**config.mk**
```make
export PLATFORM = sky130hd
export DESIGN_NAME = imem_arbiter_flat
export DESIGN_NICKNAME = d
export VERILOG_FILES = /design/src/rtl/imem_arbiter_if.sv /design/src/rtl/imem_arbiter.sv /design/src/flat_wrapper.sv
export SDC_FILE = /design/constraint.sdc
export NUM_CORES = 1
export LEC_CHECK = 0
export BUFFER_PORTS_ARGS = -buffer_cell sky130_fd_sc_hd__buf_4
export CAP_MARGIN = 0
export CORE_UTILIZATION = 30
export CTS_BUF_LIST = sky130_fd_sc_hd__clkbuf_16
export DETAILED_ROUTE_END_ITERATION = 7
export GPL_ROUTABILITY_DRIVEN = 0
export HOLD_SLACK_MARGIN = 0.02
export PLACE_DENSITY = 0.64
export SYNTH_ARGS = -nofsm -noshare
export SYNTH_HDL_FRONTEND = slang
export SYNTH_SLANG_ARGS = --single-unit
```
**constraint.sdc**
```tcl
create_clock -name clk_i -period 3.9 [get_ports clk_i]
set_input_delay 0.195 -clock clk_i [delete_from_list [all_inputs] [get_ports clk_i]]
set_output_delay 0.195 -clock clk_i [all_outputs]
set_load 0.03 [all_outputs]
```
**src/rtl/imem_arbiter_if.sv**
```systemverilog
// Bundle between the two instruction-memory requesters, the arbiter and the
// shared combinational-read instruction memory.
interface imem_arbiter_if #(
    parameter int IMEM_W = 14
);
    logic              m0_req_i;
    logic [IMEM_W-1:0] m0_addr_i;
    logic              m0_gnt_o;
    logic              m0_rvalid_o;
    logic [31:0]       m0_rdata_o;
    logic              m0_rerr_o;
    logic              m0_rready_i;

    logic              m1_req_i;
    logic [IMEM_W-1:0] m1_addr_i;
    logic              m1_gnt_o;
    logic              m1_rvalid_o;
    logic [31:0]       m1_rdata_o;
    logic              m1_rerr_o;
    logic              m1_rready_i;

    logic [IMEM_W-1:0] mem_addr_o;
    logic [31:0]       mem_rdata_i;

    modport slave (
        input  m0_req_i, m0_addr_i, m0_rready_i,
        output m0_gnt_o, m0_rvalid_o, m0_rdata_o, m0_rerr_o,
        input  m1_req_i, m1_addr_i, m1_rready_i,
        output m1_gnt_o, m1_rvalid_o, m1_rdata_o, m1_rerr_o,
        output mem_addr_o,
        input  mem_rdata_i
    );

    modport master (
        output m0_req_i, m0_addr_i, m0_rready_i,
        input  m0_gnt_o, m0_rvalid_o, m0_rdata_o, m0_rerr_o,
        output m1_req_i, m1_addr_i, m1_rready_i,
        input  m1_gnt_o, m1_rvalid_o, m1_rdata_o, m1_rerr_o,
        input  mem_addr_o,
        output mem_rdata_i
    );
endinterface

```
**src/rtl/imem_arbiter.sv**
```systemverilog
// Two-requester round-robin arbiter for a shared combinational-read instruction
// memory, with a one-entry registered response slot per requester.
module imem_arbiter #(
    parameter int IMEM_W = 14
) (
    input  logic          clk_i,
    input  logic          rst_i,
    imem_arbiter_if.slave bus
);

    function automatic logic misaligned(input logic [1:0] lsb);
        return |lsb;
    endfunction

    logic              ptr_r;   // 1: requester 1 was granted most recently
    logic              m0_free_s, m1_free_s;
    logic              m0_elig_s, m1_elig_s;
    logic              m0_gnt_s, m1_gnt_s;
    logic [IMEM_W-1:0] mem_addr_s;
    logic              grant_err_s;

    logic              m0_rvalid_r, m1_rvalid_r;
    logic [31:0]       m0_rdata_r, m1_rdata_r;
    logic              m0_rerr_r, m1_rerr_r;

    // Eligibility, round-robin grant selection and memory address mux.
    always_comb begin
        m0_free_s  = !m0_rvalid_r || bus.m0_rready_i;
        m1_free_s  = !m1_rvalid_r || bus.m1_rready_i;
        m0_elig_s  = bus.m0_req_i && m0_free_s;
        m1_elig_s  = bus.m1_req_i && m1_free_s;
        m0_gnt_s   = 1'b0;
        m1_gnt_s   = 1'b0;
        mem_addr_s = {IMEM_W{1'b0}};
        if (rst_i) begin
            m0_gnt_s = 1'b0;
            m1_gnt_s = 1'b0;
        end else if (m0_elig_s && (!m1_elig_s || ptr_r)) begin
            m0_gnt_s   = 1'b1;
            mem_addr_s = bus.m0_addr_i;
        end else if (m1_elig_s) begin
            m1_gnt_s   = 1'b1;
            mem_addr_s = bus.m1_addr_i;
        end else begin
            mem_addr_s = {IMEM_W{1'b0}};
        end
        grant_err_s = misaligned(mem_addr_s[1:0]);
    end

    // Round-robin pointer follows every grant.
    always_ff @(posedge clk_i or posedge rst_i) begin
        if (rst_i) begin
            ptr_r <= 1'b1;
        end else if (m0_gnt_s) begin
            ptr_r <= 1'b0;
        end else if (m1_gnt_s) begin
            ptr_r <= 1'b1;
        end else begin
            ptr_r <= ptr_r;
        end
    end

    // Requester 0 response slot; a grant reloads it even while it is being drained.
    always_ff @(posedge clk_i or posedge rst_i) begin
        if (rst_i) begin
            m0_rvalid_r <= 1'b0;
            m0_rdata_r  <= 32'h0000_0000;
            m0_rerr_r   <= 1'b0;
        end else if (m0_gnt_s) begin
            m0_rvalid_r <= 1'b1;
            m0_rdata_r  <= grant_err_s ? 32'h0000_0000 : bus.mem_rdata_i;
            m0_rerr_r   <= grant_err_s;
        end else if (bus.m0_rready_i) begin
            m0_rvalid_r <= 1'b0;
        end else begin
            m0_rvalid_r <= m0_rvalid_r;
        end
    end

    // Requester 1 response slot.
    always_ff @(posedge clk_i or posedge rst_i) begin
        if (rst_i) begin
            m1_rvalid_r <= 1'b0;
            m1_rdata_r  <= 32'h0000_0000;
            m1_rerr_r   <= 1'b0;
        end else if (m1_gnt_s) begin
            m1_rvalid_r <= 1'b1;
            m1_rdata_r  <= grant_err_s ? 32'h0000_0000 : bus.mem_rdata_i;
            m1_rerr_r   <= grant_err_s;
        end else if (bus.m1_rready_i) begin
            m1_rvalid_r <= 1'b0;
        end else begin
            m1_rvalid_r <= m1_rvalid_r;
        end
    end

    assign bus.m0_gnt_o    = m0_gnt_s;
    assign bus.m1_gnt_o    = m1_gnt_s;
    assign bus.mem_addr_o  = mem_addr_s;
    assign bus.m0_rvalid_o = m0_rvalid_r;
    assign bus.m0_rdata_o  = m0_rdata_r;
    assign bus.m0_rerr_o   = m0_rerr_r;
    assign bus.m1_rvalid_o = m1_rvalid_r;
    assign bus.m1_rdata_o  = m1_rdata_r;
    assign bus.m1_rerr_o   = m1_rerr_r;

endmodule

```
**src/flat_wrapper.sv**
```systemverilog
// flat-port wrapper written by rule: the top's interface ports become plain ports
module imem_arbiter_flat 
#(
    parameter int IMEM_W = 14
)
  (clk_i, rst_i, bus_m0_req_i, bus_m0_addr_i, bus_m0_rready_i, bus_m0_gnt_o, bus_m0_rvalid_o, bus_m0_rdata_o, bus_m0_rerr_o, bus_m1_req_i, bus_m1_addr_i, bus_m1_rready_i, bus_m1_gnt_o, bus_m1_rvalid_o, bus_m1_rdata_o, bus_m1_rerr_o, bus_mem_addr_o, bus_mem_rdata_i);
  imem_arbiter_if #(.IMEM_W(IMEM_W)) bus_i ();
  input  logic clk_i;
  input  logic rst_i;
  input wire logic [$bits(bus_i.m0_req_i)-1:0] bus_m0_req_i;
  input wire logic [$bits(bus_i.m0_addr_i)-1:0] bus_m0_addr_i;
  input wire logic [$bits(bus_i.m0_rready_i)-1:0] bus_m0_rready_i;
  output wire logic [$bits(bus_i.m0_gnt_o)-1:0] bus_m0_gnt_o;
  output wire logic [$bits(bus_i.m0_rvalid_o)-1:0] bus_m0_rvalid_o;
  output wire logic [$bits(bus_i.m0_rdata_o)-1:0] bus_m0_rdata_o;
  output wire logic [$bits(bus_i.m0_rerr_o)-1:0] bus_m0_rerr_o;
  input wire logic [$bits(bus_i.m1_req_i)-1:0] bus_m1_req_i;
  input wire logic [$bits(bus_i.m1_addr_i)-1:0] bus_m1_addr_i;
  input wire logic [$bits(bus_i.m1_rready_i)-1:0] bus_m1_rready_i;
  output wire logic [$bits(bus_i.m1_gnt_o)-1:0] bus_m1_gnt_o;
  output wire logic [$bits(bus_i.m1_rvalid_o)-1:0] bus_m1_rvalid_o;
  output wire logic [$bits(bus_i.m1_rdata_o)-1:0] bus_m1_rdata_o;
  output wire logic [$bits(bus_i.m1_rerr_o)-1:0] bus_m1_rerr_o;
  output wire logic [$bits(bus_i.mem_addr_o)-1:0] bus_mem_addr_o;
  input wire logic [$bits(bus_i.mem_rdata_i)-1:0] bus_mem_rdata_i;
  assign bus_i.m0_req_i = bus_m0_req_i;
  assign bus_i.m0_addr_i = bus_m0_addr_i;
  assign bus_i.m0_rready_i = bus_m0_rready_i;
  assign bus_m0_gnt_o = bus_i.m0_gnt_o;
  assign bus_m0_rvalid_o = bus_i.m0_rvalid_o;
  assign bus_m0_rdata_o = bus_i.m0_rdata_o;
  assign bus_m0_rerr_o = bus_i.m0_rerr_o;
  assign bus_i.m1_req_i = bus_m1_req_i;
  assign bus_i.m1_addr_i = bus_m1_addr_i;
  assign bus_i.m1_rready_i = bus_m1_rready_i;
  assign bus_m1_gnt_o = bus_i.m1_gnt_o;
  assign bus_m1_rvalid_o = bus_i.m1_rvalid_o;
  assign bus_m1_rdata_o = bus_i.m1_rdata_o;
  assign bus_m1_rerr_o = bus_i.m1_rerr_o;
  assign bus_mem_addr_o = bus_i.mem_addr_o;
  assign bus_i.mem_rdata_i = bus_mem_rdata_i;
  imem_arbiter #(.IMEM_W(IMEM_W)) u_core (.clk_i(clk_i), .rst_i(rst_i), .bus(bus_i));
endmodule
```
* Yosys cells after proc, flatten, opt, wreduce, memory -nomap -nowiden
Index checks and enable logic that the tools add are counted.
** Word-level totals
- Register bits :: 69
- Bits in latches :: 0
- Memory bits (writable) :: 0
- Memory bits (read-only) :: 0
- Bits of input ports :: 66
- Logic and storage cells :: 35
- Memories kept :: 0
** Cells by class
- Add/sub/neg operators :: 0
- Multipliers :: 0
- Div/mod/pow operators :: 0
- $lt $le $gt $ge :: 0
- Eq/ne operators :: 0
- Shifts and indexed selects :: 0
- Muxes and demuxes :: 15
- Bitwise gates (word level) :: 0
- Reductions and logical operators :: 13
** Operator list (count)
- $mux W14 :: 3
- $mux W32 :: 1
- $mux W1 :: 11
- $reduce_bool A2 Y1 :: 3
- $logic_and A1 B1 Y1 :: 3
- $logic_not A1 Y1 :: 3
- $logic_or A1 B1 Y1 :: 3
- $reduce_or A2 Y1 :: 1

* Longest topological paths before layout
- Depth after elaboration :: 10
- Mapped depth :: 6
- Gate-level depth less buffers :: 5

* Worst setup path before layout
No wires, ideal clock.
- Path type :: input port to output port
- Start point :: input rst_i
- End point :: output bus_mem_addr_o[10]
- Data arrival time :: 2.479 ns
- Setup slack :: 1.226 ns
- Cell stages on the path :: 5
- Cells stage by stage :: inv_2 > nand2_1 > inv_1 > clkbuf_1 > a22o_1
** Between the ends
- Cells in the longest elaborated chain, start to end :: 1
** RTL lines
- start, declared :: RTL line flat_wrapper.sv:9 : input logic rst_i;
- $mux W14 :: RTL line imem_arbiter.sv:35 : if (rst_i) begin
- end, declared :: RTL line flat_wrapper.sv:24 : output wire logic [$bits(bus_i.mem_addr_o)-1:0] bus_mem_addr_o;
No other way between the ends.

* Final worst setup path
- Start point :: input rst_i
- End point :: output bus_mem_addr_o[9]
The elaborated chain is that of the path after synthesis.

==> results.py <==
metrics = {
    "setup_path": {
        "crit_arrival_ps": 2800,
        "worstSetupEndpointType": "primary output",
        "cp_slowest_cell": "dlygate4sd3_1",
        "crit_path_start_kind": "input pin",
        "cpPeakStageDelay_ps": 540,
        "crit_chain": "dlygate4sd3_1, buf_4, clkinv_2, nand2_2, inv_1, a22o_1, buf_4",
        "critical_path_buf_inv_count": 5,
        "crit_top_cell": "buf_4",
        "r2r_setup_slack_ps": 1710,
        "critical_path_class": "input pin to primary output",
        "path_max_fanout": 66,
        "crit_family": "buffers and inverters",
        "required_ps": 3700,
    },
    "synthesis": {
        "yosysWarnings": 0,
        "syn_inst": 303,
        "synth_nets": 369,
        "yosysSeqAreaShare_pct": 50.85,
        "synthDistinctLibCells": 23,
        "avgSynthCellArea_um2": 11.22,
        "synthesis.area_um2": 3398,
        "ys_seq_elements": 69,
    },
    "die": {
        "fp.dieH_um": 108.4,
        "start_util_pct": 31.08,
        "die-area_um2": 11760,
        "coreArea_um2": 10940,
        "ios": 150,
        "die_w_um": 108.4,
        "rows": 38,
    },
    "timing": {
        "final-hold-violation-count": 0,
        "setup_viol": 0,
        "max_freq_ghz": 0.3343,
        "fin_skew_ps": 4.207,
        "tns_ps": 0,
        "layout_min_cycle_time_ps": 2992,
        "slew_viol_final": 0,
        "rsz0062_at_grt": "no",
        "period_share_pct": 76.71,
        "worst_slew_pin_slew_ps": 1182,
        "max_slew_margin_pct": 20.83,
    },
    "clock_network": {
        "clk_latency_ps": 320,
        "ctsRootBufferMaster": "clkbuf_16",
        "clock-sinks": 69,
        "numCtsBuffers": 9,
        "clk_pin_slew_ps": 50,
        "cts_resized": 0,
        "tritoncts": "done",
        "h-tree-depth": 3,
        "post-cts-setup-buffers": 0,
        "clk_path_buf_depth": 2,
    },
    "finish": {
        "n_antenna_cell": 0,
        "layout_commonest_cell": "buf_4",
        "layout_common_cells": "buf_4 (156), dfrtp_1 (68), o21ai_0 (64), inv_1 (36), o41ai_1 (35)",
        "drive_above_1_share_pct": 46.01,
        "fin_util_pct": 44.39,
        "fill_cells": 1034,
        "nets": 502,
        "area_delta_synth_final_pct": 42.86,
    },
    "drt": {
        "drtAntennaViolNets": 0,
        "via_per_inst": 5.356,
        "vias": 3101,
        "drc": 0,
        "wirelength_um": 10710,
        "drt_iter0_drc": 218,
        "drt-pass1-iter-count": 4,
        "wl_per_cell_um": 18.49,
    },
    "pwr": {
        "power_density_nw_per_um2": 596.7,
        "power.static_leakage_nw": 2.447,
        "vdd_drop_max_mv": 0.2969,
    },
    "grt": {
        "grt_pass1_vias": 3026,
        "overflow": 0,
        "antenna_found_initial": 0,
        "grt_max_degree": 68,
        "grt.total_usage_pct": 17.92,
        "grt_pass1_wl_um": 16060,
    },
    "worst_hold_path": {
        "hp-class": "input pin to flip-flop",
    },
    "run_status": {
        "status": "finished clean",
    },
    "placement": {
        "port_buffers": 149,
        "dp.final_hpwl_um": 7149,
    },
    "run": {
        "maxCapViolCount": 0,
    },
}
## logic make-up (layout without fill, tap and decap cells)
| logic type | after synthesis | in the layout | share of synthesized area [%] |
|---|---|---|---|
| compound gates | 152 | 152 | 38.40 |
| buf+inv | 70 | 206 | 8.910 |
| flops | 69 | 69 | 50.85 |
| simple gates | 12 | 12 | 1.841 |
## metal layers
layer	up-vias	GRT usage (%)	share of wire, %
li1	1422	-	-
met1	1509	22.36	41
met2	158	30.33	51
met3	12	4.219	7.9
met4	0	5.985	0.88
met5	-	0	0
## through the flow
stage / hold slack, ps / power (mW) / worst slack [ps] / instances / cell area, µm²
global route: 85.37 / 3.039 / 728.2 / 579 / 4855
floorplan: 282.4 / 1.747 / 1226 / 303 / 3398
detailed placement: 339.7 / 2.219 / 1476 / 564 / 4597
CTS: 75.42 / 2.924 / 926.9 / 579 / 4855
finish: 87.59 / 2.897 / 908.4 / 579 / 4855
global placement: 332.8 / 2.203 / 1549 / 564 / 4597
## synth_stat cells
cell	n	area share, %
a32o_1	1	0.29
a21o_1	2	0.44
o41ai_1	35	9.0
buf_6	4	1.3
a31oi_1	1	0.18
o21ai_0	64	9.4
nand2_1	5	0.55
buf_2	8	1.2
inv_1	34	3.8
buf_1	2	0.22
and2_1	1	0.18
o31a_1	2	0.52
dfstp_2	1	0.77
o41ai_2	29	14
nand2b_1	3	0.55
clkbuf_1	21	2.3
nor2b_1	3	0.55
inv_2	1	0.11
a22o_1	13	3.4
o211ai_1	2	0.44
o211a_1	2	0.59
dfrtp_1	68	50
a41oi_1	1	0.26
## final cells by class
class	instances	area, µm²	area share, %
flip-flops and latches	69	1728	35.59
multi-input cells	164	1390	28.63
repair buffers	157	1181	24.33
clock buffers	9	225.2	4.639
well taps	140	175.2	3.608
inverters	35	132.6	2.732
clock inverters	5	22.52	0.4639
## power by group
group	total, mW	internal, mW	switching (mW)	leakage (nW)
logic	1.20	0.452	0.744	1.42
clock network	0.694	0.414	0.279	0.133
registers	1.01	0.898	0.109	0.889
## registers in the layout (all words and copies together) (netlist names)
| name | count |
|---|---|
| u_core.ptr_r | 1 |
| u_core.bus.m0_rerr_o | 1 |
| u_core.bus.m0_rvalid_o | 1 |
| u_core.bus.m1_rvalid_o | 1 |
| u_core.bus.m0_rdata_o | 32 |
| u_core.bus.m1_rerr_o | 1 |
| u_core.bus.m1_rdata_o | 32 |
## final timing paths
path	startpoint	endpoint	depth (start not counted)
worst max-delay path	rst_i	bus_mem_addr_o[9]	7
worst min-delay path	bus_m0_req_i	u_core.ptr_r	2
worst max register to register	u_core.bus.m1_rvalid_o	u_core.bus.m0_rdata_o[23]	5
worst min register to register	u_core.bus.m1_rdata_o[16]	u_core.bus.m1_rdata_o[16]	2
max in group asynchronous	rst_i	u_core.bus.m0_rdata_o[24]	4
min in group asynchronous	rst_i	u_core.bus.m1_rvalid_o	3
## repair_timing
action,4_1_cts,5_1_grt
setup endpoints to repair,0,0
hold endpoints to repair,1,0
hold buffers,1,0
(Power assumes the default switching activity.)
